[config.mk]
export PLATFORM = sky130hd
export DESIGN_NAME = ctrl_inv
export DESIGN_NICKNAME = d
export VERILOG_FILES = /design/src/rtl/ctrl_inv_pkg.sv /design/src/rtl/ctrl_inv.sv
export SDC_FILE = /design/constraint.sdc
export NUM_CORES = 1
export LEC_CHECK = 0
export ABC_AREA = 1
export ABC_CLOCK_PERIOD_IN_PS = 3580
export BUFFER_PORTS_ARGS = -buffer_cell sky130_fd_sc_hd__buf_4
export CAP_MARGIN = 20
export CORE_MARGIN = 2
export CORE_UTILIZATION = 53
export CTS_CLUSTER_DIAMETER = 80
export CTS_CLUSTER_SIZE = 12
export DETAILED_ROUTE_END_ITERATION = 7
export PLACE_DENSITY_LB_ADDON = 0.2
export RECOVER_POWER = 25
export SYNTH_ARGS = -nofsm -noshare
export SYNTH_HDL_FRONTEND = slang
export SYNTH_SLANG_ARGS = --single-unit
export TNS_END_PERCENT = 100
[constraint.sdc]
create_clock -name clk -period 3.58 [get_ports clk]
set_input_delay 0.358 -clock clk [delete_from_list [all_inputs] [get_ports clk]]
set_output_delay 0.358 -clock clk [all_outputs]
set_load 0.03 [all_outputs]
[src/rtl/ctrl_inv_pkg.sv]
// rtl/ctrl_inv_pkg.sv - shared AES inverse-cipher state codes and FSM states
// The cs code values are also consumed by the downstream inverse datapath.
package ctrl_inv_pkg;

  localparam logic [2:0] CS_RES = 3'b000;
  localparam logic [2:0] CS_STL = 3'b001;
  localparam logic [2:0] CS_ADD = 3'b010;
  localparam logic [2:0] CS_SUB = 3'b011;
  localparam logic [2:0] CS_SHI = 3'b100;
  localparam logic [2:0] CS_MIX = 3'b101;
  localparam logic [2:0] CS_INV = 3'b110;
  localparam logic [2:0] CS_FIN = 3'b111;

  localparam int NR_DEFAULT = 10;

  typedef enum logic [3:0] {
    ST_IDLE,
    ST_STL,
    ST_KEXP,
    ST_ARK0,
    ST_SHI,
    ST_SUB,
    ST_ADD,
    ST_MIX,
    ST_FIN
  } state_t;

endpackage

[src/rtl/ctrl_inv.sv]
// rtl/ctrl_inv.sv - control FSM for the AES-128 inverse cipher datapath
// Outputs are decoded from the current state and registered, so they trail the state by one cycle.
module ctrl_inv
  import ctrl_inv_pkg::*;
#(
  parameter int NR = NR_DEFAULT,
  parameter int CW = 8
) (
  input  logic          clk,
  input  logic          rst,
  input  logic          start,
  output logic [2:0]    cs,
  output logic [CW-1:0] count,
  output logic          load_sel,
  output logic          busy,
  output logic          done
);

  localparam logic [3:0]    NR4   = 4'(NR);
  localparam logic [CW-1:0] NR_CW = CW'(NR);

  state_t        state_q, state_d;
  logic [3:0]    round_q, round_d;
  logic [3:0]    step_q, step_d;
  logic [2:0]    cs_q, cs_d;
  logic [CW-1:0] count_q, count_d;
  logic          load_sel_q, load_sel_d;
  logic          busy_q, busy_d;
  logic          done_q, done_d;

  always_comb begin
    state_d    = state_q;
    round_d    = round_q;
    step_d     = step_q;
    cs_d       = CS_RES;
    count_d    = '0;
    load_sel_d = 1'b1;
    busy_d     = 1'b0;
    done_d     = 1'b0;

    case (state_q)
      ST_IDLE: begin
        if (start) state_d = ST_STL;
      end
      ST_STL: begin
        cs_d    = CS_STL;
        busy_d  = 1'b1;
        step_d  = 4'd1;
        state_d = ST_KEXP;
      end
      ST_KEXP: begin
        // Forward key expansion walks count 1..NR to reach the last round key.
        cs_d       = CS_INV;
        count_d    = CW'(step_q);
        load_sel_d = 1'b0;
        busy_d     = 1'b1;
        if (step_q >= NR4) begin
          round_d = NR4 - 4'd1;
          state_d = ST_ARK0;
        end else begin
          step_d = step_q + 4'd1;
        end
      end
      ST_ARK0: begin
        cs_d       = CS_ADD;
        count_d    = NR_CW;
        load_sel_d = 1'b0;
        busy_d     = 1'b1;
        state_d    = ST_SHI;
      end
      ST_SHI, ST_SUB, ST_ADD, ST_MIX: begin
        count_d    = CW'(round_q + 4'd1);
        load_sel_d = 1'b0;
        busy_d     = 1'b1;
        case (state_q)
          ST_SHI: begin
            cs_d    = CS_SHI;
            state_d = ST_SUB;
          end
          ST_SUB: begin
            cs_d    = CS_SUB;
            state_d = ST_ADD;
          end
          ST_ADD: begin
            cs_d    = CS_ADD;
            state_d = (round_q == 4'd0) ? ST_FIN : ST_MIX;
          end
          default: begin
            // Round 0 exits from ADD, so MIX always sees round_q >= 1.
            cs_d = CS_MIX;
            if (round_q == 4'd0) begin
              state_d = ST_IDLE;
            end else begin
              round_d = round_q - 4'd1;
              state_d = ST_SHI;
            end
          end
        endcase
      end
      ST_FIN: begin
        cs_d       = CS_FIN;
        load_sel_d = 1'b0;
        // cs_q still shows the last ADD during the first FIN state cycle.
        done_d     = (cs_q != CS_FIN);
        if (start) state_d = ST_STL;
      end
      default: begin
        state_d = ST_IDLE;
        round_d = 4'd0;
        step_d  = 4'd0;
      end
    endcase
  end

  always_ff @(posedge clk) begin
    if (rst) begin
      state_q    <= ST_IDLE;
      round_q    <= 4'd0;
      step_q     <= 4'd0;
      cs_q       <= CS_RES;
      count_q    <= '0;
      load_sel_q <= 1'b1;
      busy_q     <= 1'b0;
      done_q     <= 1'b0;
    end else begin
      state_q    <= state_d;
      round_q    <= round_d;
      step_q     <= step_d;
      cs_q       <= cs_d;
      count_q    <= count_d;
      load_sel_q <= load_sel_d;
      busy_q     <= busy_d;
      done_q     <= done_d;
    end
  end

  assign cs       = cs_q;
  assign count    = count_q;
  assign load_sel = load_sel_q;
  assign busy     = busy_q;
  assign done     = done_q;

endmodule

==> flow_summary.toml <==
[final_layout]
layout_common_cells = "26 x nor2_1, 24 x nand2_1, 23 x dfxtp_1"
finalInstanceArea_um2 = 1340
mostFrequentLayoutCell = "nor2_1"
n_fill_cell = 212
num_antenna_cells = 0
fin_nets = 183
area_growth_syn_to_layout_pct = 7.88
layout-drive-gt1-share = 0.200

[synthesis]
ys_ff_latch = 23
yosysTopAreaCell = "dfxtp_1"
synth_top_area_frac = 0.372
ys.warnings.count = 0
yosysSeqAreaShare = 0.372
ys.flop_type = "dfxtp_1"
syn_area_per_cell_um2 = 7.60
synthArstFlopShare = 0
ys_types = 35
synthCells = 163
synth_area_leaders = "dfxtp_1 37%, nor2_1 7.9%, nand2_1 7.3%"
syn-cell-area_um2 = 1240
synth-edff-count = 0

[routing]
firstDrtPassIters = 4
vias_per_cell = 5.24
ant_nets = 0
drt_iter0_drc = 36
drc = 0
num_vias = 1063
wl_per_cell_um = 12.4
wl_mm = 2.52

[sta]
fin_skew_ns = 0.00302
min_period_ns = 1.50
finalHoldViolCount = 0
final.period_utilization = 0.420
grt_setup_unrepaired = "no"
fmax_mhz = 665
final.setup.tns_ns = 0
timing.hold.ws_ns = 0.324
report.final.slew_viol_count = 0
setup_violations = 0

[grt]
overflow = 0
met1_usage = 0.252
grt_pass1_vias = 1016
gr-max-usage-layer = "met2"
grt_pass1_wl_mm = 4.15
antenna_found_initial = 0
grt_start_max_net_pins = 18
track_usage = 0.206
grt_use_met3 = 0.0286
gr-usage-met2 = 0.360

[cts]
clockBufferDepth = 2
cts.clk_slew.worst_paths_ns = 0.13
cts_root_buffer = "clkbuf_4"
insertion_delay_ns = 0.31
post_cts_buffers = 0
cts_buffers = 3
cts_tree = "done"
cts_max_level = 1
holdBufCountCts = 0
ctsResizeCount = 0
cts.sinks = 23

[min_path]
hold_class = "input port to register"
min_path_cells = 2

[placement]
globalplace.congestion = 0.865
dpl_cell_area_um2 = 1340
port_buffers = 13
dp_hpwl_mm = 1.90

[floorplan]
chipWidth_um = 52.3
dieArea_um2 = 2740
core-area_um2 = 2210
io_pins = 17
row_count = 17
die_y_um = 52.3
start_util = 0.560

[setup_path]
path_max_fanout = 5
cp.required_ns = 3.79
reg2reg_depth = 9
start_kind = "register"
r2r_setup_slack_ns = 2.08
arrival_ns = 1.72
crit_type = "register to register"
critPathCaptureType = "register"

[pwr]
p_leak_nw = 0.543
p_per_area_nw_per_um2 = 736
vdd_drop_max_mv = 0.348
power.total_w = 0.000983

[flow_run]
maxCapViolations = 0

[status]
status = "finished clean"
==> through the flow <==
step / std cells / utilization / setup slack (ns)
finish: 203 / 0.604 / 2.08
global route: 203 / 0.604 / 1.91
CTS: 203 / 0.616 / 2.08
detailed placement: 199 / 0.604 / 2.11
global placement: 199 / 0.604 / 2.17
floorplan: 165 / - / 2.22
==> cells in the mapped netlist (2+ instances only) <==
master	n
a21oi_1	8
o21ai_1	3
inv_1	14
inv_2	3
ha_1	4
nand2_1	24
nand2_2	6
a31oi_1	2
nand3_1	7
buf_4	4
nor2_2	2
nor2_1	26
nand2_4	3
dfxtp_1	23
nor3_1	5
nor2_4	5
nand3_2	4
o21ai_0	3
==> cell type report <==
class	count	area, um^2	share of cell area
clock buffers	4	26.3	0.0197
inverters	17	63.8	0.0478
multi-input cells	118	679	0.508
flip-flops and latches	23	460	0.345
well taps	28	35.0	0.0262
repair buffers	13	71.3	0.0534
==> metal layers <==
| layer | up-vias | routed length [um] |
|---|---|---|
| met5 | - | 0 |
| met4 | 0 | 25 |
| met3 | 6 | 178 |
| met2 | 45 | 1200 |
| met1 | 466 | 1120 |
| li1 | 546 | - |
==> report_power, final <==
| group | leakage [nW] | internal [W] | total (W) | switching (W) |
|---|---|---|---|---|
| registers | 0.187 | 0.000309 | 0.000362 | 0.0000532 |
| logic | 0.341 | 0.000172 | 0.000500 | 0.000328 |
| clock network | 0.0150 | 0.0000435 | 0.000122 | 0.0000781 |
| total | 0.543 | 0.000524 | 0.000983 | 0.000460 |
==> worst max-delay path, stage by stage, from the launching register on <==
cell,delay [ns]
dfxtp_1,0.41
inv_1,0.08
ha_1,0.19
nand3b_1,0.15
nand2_1,0.20
nor2_4,0.07
nor2_4,0.12
nor2_1,0.05
nor2_1,0.09
nor2_1,0.05
==> path summary, 6_finish.rpt <==
check	from	end
min	rst	round_q[2]$_SDFFE_PP0P_
max reg2reg	step_q[0]$_SDFFE_PP0P_	step_q[1]$_SDFFE_PP0P_
max	step_q[0]$_SDFFE_PP0P_	step_q[1]$_SDFFE_PP0P_
min reg2reg	cs[1]$_SDFF_PP0_	done$_SDFF_PP0_
==> state kept, by name, summed over array words and instances (netlist names) <==
name / count
count: 5
load_sel: 1
cs: 3
state_q: 4
busy: 1
done: 1
step_q: 4
round_q: 4
==> kinds of logic (layout without fill, tap and decap cells) <==
logic type | count (synthesis) | count (layout) | synth area share
XOR/XNOR | 1 | 1 | 0.00707
AND/OR/NAND/NOR | 87 | 87 | 0.373
AO/OA/AOI/OAI | 23 | 23 | 0.119
other | 1 | 3 | 0.00303
buffers and inverters | 24 | 34 | 0.0858
flip-flops | 23 | 23 | 0.372
adder cells (fa/ha/maj) | 4 | 4 | 0.0404
(Power assumes the default switching activity.)
